[config.mk]
export PLATFORM = sky130hd
export DESIGN_NAME = instr_fetch
export DESIGN_NICKNAME = d
export VERILOG_FILES = /design/src/rtl/instr_fetch.sv
export SDC_FILE = /design/constraint.sdc
export NUM_CORES = 1
export LEC_CHECK = 0
export CELL_PAD_IN_SITES_DETAIL_PLACEMENT = 1
export CELL_PAD_IN_SITES_GLOBAL_PLACEMENT = 2
export CORE_MARGIN = 2
export CORE_UTILIZATION = 37
export DETAILED_ROUTE_END_ITERATION = 8
export GPL_TIMING_DRIVEN = 0
export PLACE_DENSITY_LB_ADDON = 0.1
export SETUP_SLACK_MARGIN = 0.3
export SYNTH_ARGS = -nofsm -noshare
export SYNTH_HDL_FRONTEND = slang
export SYNTH_SLANG_ARGS = --single-unit
[constraint.sdc]
create_clock -name clk -period 8.7 [get_ports clk]
set_clock_uncertainty 0.05 [all_clocks]
set_input_delay 1.74 -clock clk [delete_from_list [all_inputs] [get_ports clk]]
set_output_delay 1.74 -clock clk [all_outputs]
set_load 0.005 [all_outputs]
[src/rtl/instr_fetch.sv]
// instr_fetch: fetch stage; PC and 1-cycle imem reads (imem_*), redirect (PCsrc/PCTarget), FIFO of {instr, pc} to decode (instr*)
module instr_fetch #(
  parameter int DATA_WIDTH = 32,
  parameter int ADDR_WIDTH = 32,
  parameter logic [ADDR_WIDTH-1:0] RESET_PC = '0,
  parameter int DEPTH = 2
) (
  input  logic                  clk,
  input  logic                  rst,
  output logic                  imem_req,
  output logic [ADDR_WIDTH-1:0] imem_addr,
  input  logic [DATA_WIDTH-1:0] imem_rdata,
  input  logic                  PCsrc,
  input  logic [ADDR_WIDTH-1:0] PCTarget,
  output logic [DATA_WIDTH-1:0] instr,
  output logic [ADDR_WIDTH-1:0] instr_pc,
  output logic                  instr_valid,
  input  logic                  instr_ready
);
  localparam int PW = $clog2(DEPTH);
  localparam int CW = PW + 1;
  logic [ADDR_WIDTH-1:0] fetch_pc, req_pc;
  logic inflight, push, pop, issue;
  logic [PW-1:0] rd, wr;
  logic [CW-1:0] count, occ;
  logic [DATA_WIDTH-1:0] mem_d [DEPTH];
  logic [ADDR_WIDTH-1:0] mem_a [DEPTH];
  assign instr_valid = count != '0;
  assign pop = instr_valid & instr_ready & !PCsrc;
  assign push = inflight & !PCsrc;
  assign occ = count + CW'(inflight) - CW'(pop);
  assign issue = !rst & !PCsrc & (occ < CW'(DEPTH));
  assign imem_req = issue;
  assign imem_addr = fetch_pc;
  assign instr = instr_valid ? mem_d[rd] : '0;
  assign instr_pc = instr_valid ? mem_a[rd] : '0;
  always_ff @(posedge clk or posedge rst)
    if (rst) begin
      fetch_pc <= RESET_PC;
      req_pc <= RESET_PC;
      inflight <= 1'b0;
      rd <= '0;
      wr <= '0;
      count <= '0;
    end else if (PCsrc) begin
      fetch_pc <= PCTarget & ~ADDR_WIDTH'(3);
      inflight <= 1'b0;
      rd <= '0;
      wr <= '0;
      count <= '0;
    end else begin
      inflight <= issue;
      if (issue) begin
        fetch_pc <= fetch_pc + ADDR_WIDTH'(4);
        req_pc <= fetch_pc;
      end
      if (push) wr <= wr + 1'b1;
      if (pop) rd <= rd + 1'b1;
      count <= count + CW'(push) - CW'(pop);
    end
  always_ff @(posedge clk)
    if (push) begin
      mem_d[wr] <= imem_rdata;
      mem_a[wr] <= req_pc;
    end
  assert property (@(posedge clk) disable iff (rst) !(push && count == CW'(DEPTH)));
endmodule

==> metrics.cfg <==
[final_layout]
layout.cells.most_common = clkdlybuf4s50_1
num-fill-cells = 2121
n_antenna_cell = 0
final_nets = 820
utilization = 0.501
area_growth_syn_to_layout_pct = 33.3
commonest_cells_after_routing_fill_and_taps_aside = clkdlybuf4s50_1, edfxtp_1, nor2_1
post_route_cells_drive_above_1_share = 0.0709

[global_route]
wire_length_of_the_first_global_routing_pass_mm = 29.5
grt_start_max_net_pins = 67
globalRouteOverflowTotal = 0
first_global_vias = 5331
grt_antenna_before_repair = 0
grt_use_total = 0.173

[timing]
finalHoldViolCount = 0
setup_viol = 0
unrepaired_setup_endpoints_after_global_routing = no
max_slew_margin = 0.361
finalMaxSlewViolations = 0
setup-tns-final_ps = 0
final_min_period_over_clock_period = 0.827
worst_pin_slew_ps = 956
final_period_minus_worst_setup_slack_ps = 7190
clock.fmax_ghz = 0.139

[worst_setup_path]
cp.required_ps = 6910
critical_path_arrival_ps = 5400
cp_top_family = buffers and inverters
critPathMaxFanout = 10
worst_path_bufs_invs = 5
critical_path.cell_chain = clkdlybuf4s50_1, clkbuf_1, clkbuf_1, nor2_1, ha_1, nor2b_1, xor2_2, buf_2, nor3_1, clkdlybuf4s50_1
setup.worst_path.end_class = primary output
crit_path_start_kind = input pin
critPathMaxStageDelay_ps = 650
timing_worst_setup_path_type = input pin to primary output
worst_path_max_delay_cell = clkdlybuf4s50_1

[place]
hpwlAfterDp_mm = 13.2
io_buffers = 159
gp_congestion = 0.772

[synth]
post_synthesis_sequential_area_ratio = 0.682
syn_inst = 566
per_instance_average_area_after_synthesis_um2 = 13.9
async_flop_share = 0.344
synth-seq-cells = 189
synth_top_cells_by_area = edfxtp_1, dfrtp_1, mux2i_1
synth.top_cell.area_share = 0.474
postSynth.topFlopCell = edfxtp_1
synth.cell_area_mm2 = 0.00785
synth_top_cell_by_area = edfxtp_1
synth_enable_flop_cells = 124
synth-warning-count = 0
synth_cell_types = 36

[power]
p_per_area_mw_per_mm2 = 223
leakage_nw = 3.69
worst_ir_drop_vdd_uv = 128

[clock_network]
number_of_clock_sinks_seen_by_cts = 189
post-cts-setup-buffers = 0
post_cts_resize_count = 0
tritoncts = built
cts_max_level = 4
clk_latency_ps = 430
clock_tree.root_cell = clkbuf_16
hold_buffers = 0
path_clk_slew_ps = 70
clockBufferDepth = 2
tritoncts.num_buffers = 17

[flow_run]
max-cap-violations = 0

[outcome]
outcome = finished, final reports clean

[route]
via_count = 5080
drt_first_iter_violations = 204
drc = 0
route.final.wire_length_mm = 18.8
drt.antenna.violating_nets = 0
dr.pass1.iters = 4
detail_route.vias_per_cell = 4.90
drt-wirelength-per-cell_um = 18.1

[die]
ios = 166
design.die.area_mm2 = 0.0224
die_w_um = 150
core-area_mm2 = 0.0209
floorplan.initialDensity = 0.376
fp.dieH_um = 150
core.rowCount = 53

[hold_path]
worst_hold_path_type = flip-flop to flip-flop

==> per-stage QoR <==
step                instance area, µm²  power, mW  hold slack (ps)  instances  setup WS (ps)
CTS                              10500       2.36              420       1037           1470
global placement                  9790       1.53              396       1003           1060
global route                     10500       2.44              436       1037           1190
finish                           10500       2.33              420       1037           1510
detailed placement                9850       1.55              403       1005           1520
floorplan                         7860       1.33              385        569           3320
==> per-layer routing <==
| layer | track usage | share of wire | up-vias | routed length (µm) |
|---|---|---|---|---|
| met5 | 0 | 0 | - | 0 |
| met4 | 0.0400 | 0.0084 | 0 | 157 |
| met3 | 0.0387 | 0.049 | 13 | 913 |
| met2 | 0.286 | 0.49 | 121 | 9150 |
| met1 | 0.233 | 0.46 | 2534 | 8570 |
| li1 | - | - | 2412 | - |
==> worst register-to-register path: stages (launching register included) <==
cell,delay [ps]
dfrtp_1,410
nor2_1,730
inv_1,130
nand2_1,160
nor2_1,60
ha_1,320
nor2b_1,330
xor2_2,250
nor3_1,400
buf_2,400
mux2_1,370
==> flip-flops by register name, summed over array words and instances, names as in the netlist <==
name	flops
count	2
imem_addr	30
inflight	1
mem_a	60
mem_d	64
rd	1
req_pc	30
wr	1
==> Yosys cell counts (8+ instances only) <==
cell	count
clkbuf_1	15
o21ai_1	21
nand2_1	31
dfrtp_1	65
nor4_1	11
edfxtp_1	124
a31oi_1	8
nor2_1	79
mux2i_1	63
nand4_1	10
nand3_1	15
xnor2_1	15
mux2_1	30
inv_1	10
xor2_1	9
==> cells by family (layout without fill, tap and decap cells) <==
logic type                 Yosys count  after routing  share of synthesized area
AOI/OAI and AO/OA                   37             37                     0.0274
and+or+nand+nor                    173            173                      0.105
buffers and inverters               42            235                     0.0230
adders and majority gates            3              3                    0.00478
other                                1              4                   0.000478
DFF                                189            189                      0.682
muxes                               94             94                      0.125
xor gates and xnor gates            27             27                     0.0330
==> where the power goes <==
group	internal, mW	switching (mW)	total (mW)
clock network	0.445	0.362	0.806
registers	1.07	0.0677	1.13
logic	0.211	0.179	0.390
==> final timing paths <==
check / from / end / slack [ps] / depth (start not counted)
worst max register to register: count[1]$_DFF_PP0_ / req_pc[14]$_DFFE_PP0P_ / 4970 / 10
max in group asynchronous: rst / req_pc[5]$_DFFE_PP0P_ / 5770 / 3
worst min-delay path: req_pc[10]$_DFFE_PP0P_ / mem_a[0][10]$_DFFE_PP_ / 420 / 0
min in group asynchronous: rst / imem_addr[6]$_DFFE_PP0P_ / 2250 / 3
worst max-delay path: PCsrc / imem_req / 1510 / 10
worst min register to register: req_pc[10]$_DFFE_PP0P_ / mem_a[0][10]$_DFFE_PP_ / 420 / 0
==> layout make-up <==
type | count | area, µm² | share of cell area
plain buffers | 31 | 139 | 0.0133
clock buffers | 18 | 439 | 0.0420
clock inverters | 14 | 169 | 0.0161
inverters | 11 | 43.8 | 0.00419
multi-input cells | 338 | 2340 | 0.224
flip-flops and latches | 189 | 5350 | 0.511
well taps | 275 | 344 | 0.0329
repair buffers | 161 | 1640 | 0.157
(Power assumes the default switching activity.)
